$ cat src/rtl/pll_mode_ctrl.sv
// Run-time supervisor for a Gowin PLLVR with dynamic IDSEL/FBDSEL/ODSEL dividers.
// Programs divider codes from a mode table, sequences PLL reset and lock, and gates the pixel reset.
module pll_mode_ctrl #(
   parameter int unsigned               NUM_MODES           = 4,
   parameter int unsigned               MODE_W              = 2,
   parameter logic [18*NUM_MODES-1:0]   MODE_TABLE          = {NUM_MODES{18'h0}},
   parameter int unsigned               INIT_MODE           = 0,
   parameter int unsigned               RESET_HOLD_CYCLES   = 16,
   parameter int unsigned               LOCK_STABLE_CYCLES  = 1024,
   parameter int unsigned               LOCK_TIMEOUT_CYCLES = 65536,
   parameter int unsigned               MAX_RETRY           = 3
) (
   input  logic              clkin,
   input  logic              rst_n,
   input  logic [MODE_W-1:0] mode_req,
   input  logic              mode_req_valid,
   output logic              mode_req_ready,
   output logic              bad_mode,
   input  logic              pll_lock,
   output logic              pll_reset,
   output logic [5:0]        idsel,
   output logic [5:0]        fbdsel,
   output logic [5:0]        odsel,
   output logic [MODE_W-1:0] cur_mode,
   output logic              locked,
   output logic              pix_rst_n,
   output logic              fail,
   output logic [1:0]        retry_cnt
);

   localparam int unsigned HOLD_W = $clog2(RESET_HOLD_CYCLES) + 1;
   localparam int unsigned STB_W  = $clog2(LOCK_STABLE_CYCLES) + 1;
   localparam int unsigned TMO_W  = $clog2(LOCK_TIMEOUT_CYCLES) + 1;
   localparam logic [HOLD_W-1:0] HOLD_LAST  = HOLD_W'(RESET_HOLD_CYCLES - 1);
   localparam logic [STB_W-1:0]  STABLE_MAX = STB_W'(LOCK_STABLE_CYCLES);
   localparam logic [TMO_W-1:0]  TMO_MAX    = TMO_W'(LOCK_TIMEOUT_CYCLES);
   localparam logic [17:0]       INIT_ENTRY = MODE_TABLE[18*INIT_MODE +: 18];

   typedef enum logic [1:0] {
      ST_HOLD = 2'd0,
      ST_WAIT = 2'd1,
      ST_RUN  = 2'd2,
      ST_FAIL = 2'd3
   } state_e;

   // Constant-index lookup keeps out-of-range indices from selecting past the table.
   function automatic logic [17:0] table_entry(input logic [MODE_W-1:0] idx);
      logic [17:0] e;
      e = 18'h0;
      for (int unsigned i = 0; i < NUM_MODES; i++) begin
         if (32'(idx) == i) begin
            e = MODE_TABLE[18*i +: 18];
         end else begin
            e = e;
         end
      end
      return e;
   endfunction

   state_e              state_q, state_d;
   logic [1:0]          sync_q, sync_d;
   logic [HOLD_W-1:0]   hold_cnt_q, hold_cnt_d;
   logic [STB_W-1:0]    stable_cnt_q, stable_cnt_d;
   logic [TMO_W-1:0]    tmo_cnt_q, tmo_cnt_d;
   logic [1:0]          retry_cnt_q, retry_cnt_d;
   logic                pll_reset_q, pll_reset_d;
   logic [5:0]          idsel_q, idsel_d, fbdsel_q, fbdsel_d, odsel_q, odsel_d;
   logic [MODE_W-1:0]   cur_mode_q, cur_mode_d;
   logic                locked_q, locked_d, pix_rst_n_q, pix_rst_n_d, fail_q, fail_d;
   logic                ready_q, ready_d, bad_mode_q, bad_mode_d;

   logic                lock_s, req_fire_s, req_bad_s, req_ok_s;
   logic [17:0]         req_entry_s;
   logic [STB_W-1:0]    stable_inc_s;
   logic [TMO_W-1:0]    tmo_inc_s;
   logic [1:0]          retry_inc_s;

   // Next-state and registered-output logic for the supervisor.
   always_comb begin
      sync_d       = {sync_q[0], pll_lock};
      lock_s       = sync_q[1];
      state_d      = state_q;
      hold_cnt_d   = hold_cnt_q;
      stable_cnt_d = stable_cnt_q;
      tmo_cnt_d    = tmo_cnt_q;
      retry_cnt_d  = retry_cnt_q;
      pll_reset_d  = pll_reset_q;
      idsel_d      = idsel_q;
      fbdsel_d     = fbdsel_q;
      odsel_d      = odsel_q;
      cur_mode_d   = cur_mode_q;
      locked_d     = locked_q;
      pix_rst_n_d  = pix_rst_n_q;
      fail_d       = fail_q;

      req_fire_s   = mode_req_valid && ready_q;
      req_bad_s    = req_fire_s && (32'(mode_req) >= NUM_MODES);
      req_ok_s     = req_fire_s && !req_bad_s;
      req_entry_s  = table_entry(mode_req);
      stable_inc_s = stable_cnt_q + STB_W'(1);
      tmo_inc_s    = tmo_cnt_q + TMO_W'(1);
      retry_inc_s  = (retry_cnt_q == 2'd3) ? 2'd3 : retry_cnt_q + 2'd1;
      bad_mode_d   = req_bad_s;

      // An accepted request outranks lock loss in RUN and is the only exit from FAIL.
      if (req_ok_s) begin
         state_d      = ST_HOLD;
         idsel_d      = req_entry_s[17:12];
         fbdsel_d     = req_entry_s[11:6];
         odsel_d      = req_entry_s[5:0];
         cur_mode_d   = mode_req;
         pll_reset_d  = 1'b1;
         hold_cnt_d   = '0;
         stable_cnt_d = '0;
         tmo_cnt_d    = '0;
         retry_cnt_d  = 2'd0;
         locked_d     = 1'b0;
         pix_rst_n_d  = 1'b0;
         fail_d       = 1'b0;
      end else begin
         case (state_q)
            ST_HOLD: begin
               pll_reset_d = 1'b1;
               if (hold_cnt_q == HOLD_LAST) begin
                  state_d      = ST_WAIT;
                  pll_reset_d  = 1'b0;
                  hold_cnt_d   = '0;
                  stable_cnt_d = '0;
                  tmo_cnt_d    = '0;
               end else begin
                  hold_cnt_d = hold_cnt_q + HOLD_W'(1);
               end
            end
            ST_WAIT: begin
               tmo_cnt_d    = tmo_inc_s;
               stable_cnt_d = lock_s ? stable_inc_s : '0;
               if (lock_s && (stable_inc_s == STABLE_MAX)) begin
                  state_d      = ST_RUN;
                  locked_d     = 1'b1;
                  pix_rst_n_d  = 1'b1;
                  stable_cnt_d = '0;
                  tmo_cnt_d    = '0;
               end else if (tmo_inc_s == TMO_MAX) begin
                  retry_cnt_d  = retry_inc_s;
                  stable_cnt_d = '0;
                  tmo_cnt_d    = '0;
                  if (32'(retry_inc_s) == MAX_RETRY) begin
                     state_d = ST_FAIL;
                     fail_d  = 1'b1;
                  end else begin
                     state_d     = ST_HOLD;
                     pll_reset_d = 1'b1;
                     hold_cnt_d  = '0;
                  end
               end else begin
                  state_d = ST_WAIT;
               end
            end
            ST_RUN: begin
               if (!lock_s) begin
                  state_d      = ST_WAIT;
                  locked_d     = 1'b0;
                  pix_rst_n_d  = 1'b0;
                  stable_cnt_d = '0;
                  tmo_cnt_d    = '0;
               end else begin
                  state_d = ST_RUN;
               end
            end
            ST_FAIL: begin
               pll_reset_d = 1'b0;
               locked_d    = 1'b0;
               pix_rst_n_d = 1'b0;
               fail_d      = 1'b1;
            end
            default: begin
               state_d     = ST_HOLD;
               pll_reset_d = 1'b1;
               hold_cnt_d  = '0;
            end
         endcase
      end

      ready_d = (state_d == ST_RUN) || (state_d == ST_FAIL);
   end

   // State and output registers; reset reloads the initial mode and holds the PLL in reset.
   always_ff @(posedge clkin or negedge rst_n) begin
      if (!rst_n) begin
         state_q      <= ST_HOLD;
         sync_q       <= 2'b00;
         hold_cnt_q   <= '0;
         stable_cnt_q <= '0;
         tmo_cnt_q    <= '0;
         retry_cnt_q  <= 2'd0;
         pll_reset_q  <= 1'b1;
         idsel_q      <= INIT_ENTRY[17:12];
         fbdsel_q     <= INIT_ENTRY[11:6];
         odsel_q      <= INIT_ENTRY[5:0];
         cur_mode_q   <= MODE_W'(INIT_MODE);
         locked_q     <= 1'b0;
         pix_rst_n_q  <= 1'b0;
         fail_q       <= 1'b0;
         ready_q      <= 1'b0;
         bad_mode_q   <= 1'b0;
      end else begin
         state_q      <= state_d;
         sync_q       <= sync_d;
         hold_cnt_q   <= hold_cnt_d;
         stable_cnt_q <= stable_cnt_d;
         tmo_cnt_q    <= tmo_cnt_d;
         retry_cnt_q  <= retry_cnt_d;
         pll_reset_q  <= pll_reset_d;
         idsel_q      <= idsel_d;
         fbdsel_q     <= fbdsel_d;
         odsel_q      <= odsel_d;
         cur_mode_q   <= cur_mode_d;
         locked_q     <= locked_d;
         pix_rst_n_q  <= pix_rst_n_d;
         fail_q       <= fail_d;
         ready_q      <= ready_d;
         bad_mode_q   <= bad_mode_d;
      end
   end

   assign mode_req_ready = ready_q;
   assign bad_mode       = bad_mode_q;
   assign pll_reset      = pll_reset_q;
   assign idsel          = idsel_q;
   assign fbdsel         = fbdsel_q;
   assign odsel          = odsel_q;
   assign cur_mode       = cur_mode_q;
   assign locked         = locked_q;
   assign pix_rst_n      = pix_rst_n_q;
   assign fail           = fail_q;
   assign retry_cnt      = retry_cnt_q;

endmodule

$ cat config.mk
export PLATFORM = sky130hd
export DESIGN_NAME = pll_mode_ctrl
export DESIGN_NICKNAME = d
export VERILOG_FILES = /design/src/rtl/pll_mode_ctrl.sv
export SDC_FILE = /design/constraint.sdc
export NUM_CORES = 1
export LEC_CHECK = 0
export CORE_MARGIN = 2
export CORE_UTILIZATION = 31
export CTS_BUF_LIST = sky130_fd_sc_hd__clkbuf_8
export CTS_CLUSTER_SIZE = 12
export DETAILED_ROUTE_END_ITERATION = 12
export PLACE_DENSITY_LB_ADDON = 0.1
export SYNTH_ARGS = -nofsm -noshare
export SYNTH_HDL_FRONTEND = slang
export SYNTH_SLANG_ARGS = --single-unit
$ cat constraint.sdc
create_clock -name clkin -period 2.45 [get_ports clkin]
set_clock_uncertainty 0.2 [all_clocks]
set_input_delay 0.3675 -clock clkin [delete_from_list [all_inputs] [get_ports clkin]]
set_output_delay 0.3675 -clock clkin [all_outputs]
set_load 0.02 [all_outputs]
=== After elaboration in Yosys (flattened, before gate mapping) ===
Index checks and enable logic that the tools add are counted.

* Register bits after elaboration: 45
* Latch bits: 0
* RAM bits: 0
* Bits in read-only memories: 0
* Output and inout port bits: 28
* Word-level logic and storage cells: 96
* Memories: 0

* Add/subtract/negate cells: 4
* Multiply operators: 0
* Divide/modulo/power cells: 0
* $lt $le $gt $ge: 0
* Equality and inequality tests: 18
* Shifts and indexed selects: 0
* Multiplexer cells: 46
* Bitwise logic cells: 0
* Reduce and logical (&&, ||, !) cells: 17

{| class="wikitable"
|+ Operators by type and width
! operator !! count
|-
| 17-bit 2-to-1 mux || 5
|-
| 11-bit 2-to-1 mux || 6
|-
| 17-bit case mux with 3 select lines || 1
|-
| 11-bit case mux with 3 select lines || 1
|-
| 5-bit 2-to-1 mux || 5
|-
| 2-bit 2-to-1 mux || 11
|-
| 3-bit inequality test (second input constant) || 7
|-
| 17-bit by 1-bit adder with 17-bit output (second input constant) || 1
|-
| 17-bit equality test (second input constant) || 1
|-
| 2-bit equality test (second input constant) || 6
|-
| 1-bit 2-to-1 mux || 12
|-
| 4-bit AND reduction || 3
|-
| 4-bit nonzero test || 3
|-
| 11-bit by 1-bit adder with 11-bit output (second input constant) || 1
|-
| 11-bit equality test (second input constant) || 1
|-
| 5-bit case mux with 2 select lines || 1
|-
| 3-bit AND reduction || 3
|-
| 1-bit case mux with 3 select lines || 2
|-
| 2-bit case mux with 3 select lines || 1
|-
| 3-bit nonzero test || 2
|-
| 5-bit by 1-bit adder with 5-bit output (second input constant) || 1
|-
| 5-bit by 4-bit equality test with 1-bit output (second input constant) || 1
|-
| 2-bit nonzero test || 2
|-
| 2-bit by 1-bit adder with 2-bit output (second input constant) || 1
|-
| other kinds (6) || 7
|}

=== Logic depth before layout (Yosys ltp) ===
Gate-level depths: netlist of the first run.

* Word-level depth: 10
* Depth in mapped cells: 10

=== Least setup slack after synthesis of the first run ===
No wires, ideal clock.

* Kind: register -> register
* Start point: register stable_cnt_q[0]
* End point: register hold_cnt_q[1]
* Library setup time: 79 ps
* Arrival: 2,367 ps
* Required time: 2,171 ps
* Setup slack: -196 ps
* Cell stages (with the launch flop): 9
* Path buffers: 0
* Cell sequence: dfrtp_1 > ha_1 > nand3_1 > o31a_1 > o21ai_0 > nor3_1 > a311o_1 > o21ai_2 > mux2i_1

* Longest elaborated chain between the ends: 5

{| class="wikitable"
|+ Ends and longest elaborated chain
! what !! line !! text
|-
| start: declaration || 63 || <nowiki>logic [STB_W-1:0] stable_cnt_q, stable_cnt_d;</nowiki>
|-
| start signal: assignment || 210 || <nowiki>stable_cnt_q <= stable_cnt_d;</nowiki>
|-
| 11-bit by 1-bit adder with 11-bit output || 100 || <nowiki>stable_inc_s = stable_cnt_q + STB_W'(1);</nowiki>
|-
| 11-bit equality test || 137 || <nowiki>if (lock_s && (stable_inc_s == STABLE_MAX)) begin</nowiki>
|-
| 1-bit logical AND || 137 ||
|-
| 3-bit inequality test (no line) || - ||
|-
| 4-bit AND reduction (no line) || - ||
|-
| end signal: assignment || 209 || <nowiki>hold_cnt_q <= hold_cnt_d;</nowiki>
|-
| end: declaration || 62 || <nowiki>logic [HOLD_W-1:0] hold_cnt_q, hold_cnt_d;</nowiki>
|}

Every way passes these cells.
A chain may end at the register's enable or synchronous reset.

=== Worst setup path after layout of the first run ===
* Start point: register tmo_cnt_q[1]
* End point: register retry_cnt_q[0], in the netlist retry_cnt[0]

* Longest elaborated chain between the ends: 4

{| class="wikitable"
|+ Ends and longest elaborated chain
! what !! line !! text
|-
| start: declaration || 64 || <nowiki>logic [TMO_W-1:0] tmo_cnt_q, tmo_cnt_d;</nowiki>
|-
| start signal: assignment || 211 || <nowiki>tmo_cnt_q <= tmo_cnt_d;</nowiki>
|-
| 17-bit by 1-bit adder with 17-bit output || 101 || <nowiki>tmo_inc_s = tmo_cnt_q + TMO_W'(1);</nowiki>
|-
| 17-bit equality test || 143 || <nowiki>end else if (tmo_inc_s == TMO_MAX) begin</nowiki>
|-
| 2-bit nonzero test (no line) || - ||
|-
| 3-bit AND reduction (no line) || - ||
|-
| end signal: assignment || 212 || <nowiki>retry_cnt_q <= retry_cnt_d;</nowiki>
|-
| end: declaration || 65 || <nowiki>logic [1:0] retry_cnt_q, retry_cnt_d;</nowiki>
|}

Every way passes these cells.

==> results.cfg, run 1 <==
[synthesis]
synth_top_area_share = 0.339
ys_async_sr_fraction = 1.00
yosysTopAreaCell = dfrtp_1
synth_flop_cell = dfrtp_1
ys_warn_count = 0
netlist_top_cells_area = dfrtp_1, buf_4, nand2_1
yosysMostFrequentCell = nand2_1
synth.yosys.seq_area_share = 0.347
synth_edf_count = 0
synth_common_cells = nand2_1, dfrtp_1, inv_1, buf_4, nand3_1
synth_area_um2 = 3250
ys_seq_elements = 45
avgSynthCellArea_um2 = 8.25
syn_inst = 394
ys_types = 62

[sta]
clock.fmax_mhz = 373
fin_tns_setup_ns = -5.14
finalHoldViolations = 0
fin_crit_sh = 1.09
finalSetupViolCount = 38
slew-limit-headroom = 0.626
rsz0062_at_grt = yes
maxSlewViolCount = 0
layout_setup_ws_ns = -0.231
period_needed_ns = 2.68
worst_pin_slew_ns = 0.561

[layout]
post-route-cell-area_um2 = 4760
nets = 498
fin_util = 0.463
fillers = 1022
layout-drive-gt1-share = 0.372
syn2layout_area_growth_pct = 46.3
n_antenna_cell = 0

[detailed_routing]
wl_met1_um = 4720
firstDrtPassIters = 4
postRouteAntennaNets = 0
wl_per_cell_um = 15.4
vias_per_cell = 5.09
drt_iter0_drc = 126
met2_length_um = 4440
maxUsedRoutingLayer = met4
wl_met3_um = 311
vias = 3157
totalWireLength_um = 9570
drc_errors = 0

[clock_network]
clk_pin_slew_ns = 0.09
worstSkewPairLatency_ns = 0.32
cts.sinks = 45
ctsHtreeMaxLevel = 2
clk_path_buf_depth = 2
cts_inserted_buffers = 5
root_buffer = clkbuf_8
cts_tree = built

[worst_setup_path]
crit_buf_inv = 3
path_delay_family = simple AND/OR/NAND/NOR gates
required_ns = 2.48
worstPathArrival_ns = 2.71
cp_slowest_cell = or4_4
crit_path_cell_trace = ha_4 > buf_6 > nand2_4 > or4_4 > nor3_4 > xor2_2 > nand4_4 > buf_12 > buf_6 > o21a_1 > nor3_1
cp-start-kind = flip-flop
r2r_cells = 11
crit_path_end_kind = flip-flop
max_stage_delay_ns = 0.51
path_depth = 11
critPathMaxFanout = 6
path_class = reg2reg
cpMostUsedCell = buf_6

[floorplan]
initial_core_util = 0.316
rows = 37
core_um2 = 10300
die_h_um = 106
die_area_um2 = 11300
die_x_um = 106
ios = 34

[placed_design]
gp_congestion = 0.797
pre_cts_ws_ns = -0.261
dp_hpwl_um = 6740
place_area_um2 = 4070
io_buffers = 14

[power_and_ir_drop]
irDropWorstVdd_uv = 186
powerDensity_nw_per_um2 = 285
finalPower_mw = 1.36
leakage_nw = 1.99

[run_status]
status = finished with violations
violations = setup timing

[global_route]
grt_overflow_total = 0
first_global_vias = 3089
grt_usage = 0.179
grt_antenna_before_repair = 0
grt_start_max_net_pins = 34
grt_pass1_wl_um = 16200

[hold_path]
hp-class = reg2reg
hold_depth = 0

[job]
cap_violations = 0
[through the flow]
step	hold slack, ns	instances
after global placement	0.133	601
after CTS	0.160	616
after global routing	0.171	620
after detailed placement	0.139	601
after floorplan	-0.128	412
final	0.158	620
[metal layers]
| metal | global-route usage | vias to the layer above |
|---|---|---|
| met5 | 0 | - |
| met4 | 0.0445 | 0 |
| met3 | 0.0282 | 7 |
| met2 | 0.283 | 52 |
| met1 | 0.256 | 1517 |
| li1 | - | 1581 |
[cells in the final DEF (no fill, tap or decap), drive strengths merged, types with 3 or more instances in the layout]
cell	count
nor4	11
conb	19
xnor2	4
or4	4
a31oi	16
clkdlybuf4s50	13
nand2b	3
nand2	49
and4	3
o21a	5
ha	8
o211ai	5
or3	5
and3	6
o21ai	17
inv	30
nor2	21
a211oi	4
clkbuf	7
xor2	3
dfrtp	44
o22ai	13
and2	5
buf	96
mux2i	5
nand4	20
o2111ai	5
nor3	8
nand3	25
a21oi	5
[cell families after synthesis]
group / share of synthesized area
AO/OA/AOI/OAI: 0.194
buffers and inverters: 0.120
adder cells (fa/ha/maj): 0.0308
AND/OR/NAND/NOR: 0.267
XOR/XNOR: 0.0212
flip-flops: 0.347
multiplexers: 0.0189
other: 0.00115
[what timing repair did]
| action | in CTS | in global routing |
|---|---|---|
| hold buffers | 1 | 0 |
| buffers inserted | 6 | 5 |
| cloned | 1 | 1 |
| pin swaps | 12 | 28 |
| resized for setup | 37 | 57 |
| endpoints found under the setup margin | 38 | 41 |
| endpoints found under the hold margin | 20 | 0 |
[final cells by class]
class	count	area (um^2)	share of cell area
Multi-Input combinational cell	292	2240	0.470
Sequential cell	45	1130	0.238
Timing Repair Buffer	111	1020	0.215
Tap cell	136	170	0.0358
Inverter	29	109	0.0229
Clock buffer	6	82.6	0.0174
Clock inverter	1	3.75	0.000789
[flip-flops by register name (all words and copies together), names as in the netlist]
signal and cells:
cur_mode 2, fail 1, hold_cnt_q 5, mode_req_ready 1
pix_rst_n 1, pll_reset 1, retry_cnt 2, stable_cnt_q 11
state_q 2, sync_q 2, tmo_cnt_q 17
[final timing paths]
check | startpoint | end | slack, ns
hold / removal | sync_q[0]$_DFF_PN0_ | sync_q[1]$_DFF_PN0_ | 0.16
setup reg to reg | tmo_cnt_q[1]$_DFFE_PN0P_ | retry_cnt[0]$_DFFE_PN0P_ | -0.23
setup / recovery | tmo_cnt_q[1]$_DFFE_PN0P_ | retry_cnt[0]$_DFFE_PN0P_ | -0.23
min in group asynchronous | rst_n | stable_cnt_q[2]$_DFFE_PN0P_ | 0.38
max in group asynchronous | rst_n | pll_reset$_DFFE_PN1P_ | 1.06
hold reg to reg | sync_q[0]$_DFF_PN0_ | sync_q[1]$_DFF_PN0_ | 0.16
[where the power goes]
part	total, mW	internal (mW)	switching, mW	leakage, nW
registers	0.756	0.748	0.00725	0.575
logic	0.0998	0.0331	0.0667	1.37
clock network	0.500	0.221	0.279	0.0485
(Power assumes the default switching activity.)
==> run 2, diff against run 1 <==
SLEW_MARGIN = 10   (was default)
==> results of run 2 <==
The final DEF is identical to that of run 1; final timing and power are the same.
==> run 3, diff against run 2 <==
DONT_BUFFER_PORTS = 1   (was default)
==> run 3 against run 2 <==
Effect of this change:
- the flow still finishes with violations (setup timing)
- global-route usage is 1.4 points lower
- sequential share of layout area is 1.5 points higher
- combinational power down 4.7%
- wire length decreased by 2.9%
- first-iteration DRC count shrank 27%
- critical path type unchanged
- largest cell class unchanged
- highest routed layer unchanged
==> results.cfg, run 3 (same netlist as run 1, synthesis figures left out) <==
[run_status]
status = finished with violations
violations = setup timing

[layout]
syn2layout_area_growth_pct = 37.9
final_common_cell = buf_4
layout.cells.non_filler = 602
largest_register = tmo_cnt_q
fillers = 1030
reg_top3 = tmo_cnt_q (17), stable_cnt_q (11), hold_cnt_q (5)
largest_reg_flops = 17
n_antenna_cell = 0
nets = 479
layout-drive-gt1-share = 0.335
layout_common_cells = buf_4, nand2_1, dfrtp_1

[detailed_routing]
drt_iter0_drc = 92
totalWireLength_um = 9290
vias_per_cell = 5.08
vias = 3057
drc_errors = 0
firstDrtPassIters = 4
wl_per_cell_um = 15.4
postRouteAntennaNets = 0

[sta]
rsz0062_at_grt = yes
clock.fmax_mhz = 379
layout_setup_ws_ns = -0.190
fin_crit_sh = 1.08
maxSlewViolCount = 0
worst_pin_slew_ns = 0.514
finalHoldViolations = 0
finalSetupViolCount = 37
period_needed_ns = 2.64
slew-limit-headroom = 0.658

[placed_design]
dp_cells = 579
io_buffers = 0
gp_congestion = 0.820
pre_cts_ws_ns = -0.230
dp_hpwl_um = 6460

[floorplan]
rows = 37
core_um2 = 10300
die_h_um = 106
initial_core_util = 0.316
die_x_um = 106
ios = 34
die_area_um2 = 11300

[clock_network]
ctsHtreeMaxLevel = 2
cts.sinks = 45
clk_pin_slew_ns = 0.10
clk_path_buf_depth = 2
worstSkewPairLatency_ns = 0.30
cts_inserted_buffers = 5
cts_tree = built
root_buffer = clkbuf_8

[worst_setup_path]
crit_path_end_kind = flip-flop
max_stage_delay_ns = 0.51
cp_slowest_cell = or4_4
path_class = reg2reg
required_ns = 2.48
crit_path_cell_trace = ha_4 > buf_6 > nand2_4 > or4_4 > nor3_4 > xor2_2 > buf_4 > nand3_4 > or3_1 > a21oi_1
cp-start-kind = flip-flop
worstPathArrival_ns = 2.67
critPathMaxFanout = 4

[hold_path]
hp-class = in2reg

[global_route]
grt_overflow_total = 0
grt_antenna_before_repair = 0
first_global_vias = 2939
grt_usage = 0.165
grt_pass1_wl_um = 15000
grt_start_max_net_pins = 46

[power_and_ir_drop]
irDropWorstVdd_uv = 255
leakage_nw = 1.89
powerDensity_nw_per_um2 = 345

[job]
cap_violations = 0
run 3: changes by cell type in the layout (fill, tap and decap cells not counted), moves of 3 or more:
cell	change
nand3_1	+4
clkdlybuf4s50_1	-13
o22ai_1	+10
nand3_2	-4
o22ai_2	-10
buf_6	-4
dlygate4sd3_1	+3
run 3: path summary, 6_finish.rpt:
kind                                     startpoint                        to  slack, ns  cells past startpoint
setup / recovery           tmo_cnt_q[1]$_DFFE_PN0P_          fail$_DFFE_PN0P_      -0.19                     10
hold / removal                       mode_req_valid     pix_rst_n$_DFFE_PN0P_       0.15                      3
setup reg to reg           tmo_cnt_q[1]$_DFFE_PN0P_          fail$_DFFE_PN0P_      -0.19                     10
hold reg to reg                 sync_q[0]$_DFF_PN0_       sync_q[1]$_DFF_PN0_       0.17                      0
max in group asynchronous                     rst_n     pll_reset$_DFFE_PN1P_       1.44                      2
min in group asynchronous                     rst_n  tmo_cnt_q[3]$_DFFE_PN0P_       0.35                      2
run 3: cell type report:
type	count	area (um^2)	area share
Clock inverter	3	65.1	0.0145
Timing Repair Buffer	92	802	0.179
Sequential cell	45	1140	0.253
Tap cell	136	170	0.0379
Multi-Input combinational cell	292	2130	0.476
Clock buffer	5	68.8	0.0153
Inverter	29	109	0.0243
run 3: metal layers:
metal	global-route usage	routed length [um]	vias up	share of wire
met2	0.274	4310	57	0.46
met3	0.0258	284	11	0.031
met4	0.0380	156	0	0.017
met1	0.227	4540	1454	0.49
met5	0	0	-	0
li1	-	-	1535	-
run 3: repair_timing:
item                                    CTS  global route
buffers inserted                          3             7
hold endpoints to repair                 48             0
pin swaps                                 7            24
gates cloned                              0             1
hold buffers                              5             0
endpoints found under the setup margin   37            41
resized for setup                        15            47
run 3: per-stage QoR:
| step | area, um^2 | total power, mW | TNS (ns) | hold WS, ns | utilization |
|---|---|---|---|---|---|
| CTS | 4150 | 1.56 | -4.25 | 0.155 | 0.404 |
| finish | 4480 | 1.55 | -4.02 | 0.153 | 0.436 |
| global placement | 3850 | 0.835 | -3.23 | -0.127 | 0.375 |
| floorplan | 3370 | 0.839 | -0.248 | -0.128 | - |
| global route | 4480 | 1.61 | -8.78 | 0.177 | 0.436 |
| detailed placement | 3850 | 0.835 | -5.62 | -0.127 | 0.375 |
run 3: where the power goes:
group / switching, mW / total, mW / internal, mW
combinational: 0.0640 / 0.0951 / 0.0311
sequential: 0.00784 / 0.756 / 0.748
clock: 0.291 / 0.697 / 0.406
run 3: worst max-delay path, delay by kind of cell, from the launching register on:
family,cells,cell delay (ns)
AOI/OAI and AO/OA,1,0.15
and+or+nand+nor,5,1.16
xor gates and xnor gates,1,0.21
adders and majority gates,1,0.17
buffers and inverters,2,0.26
DFF,1,0.41
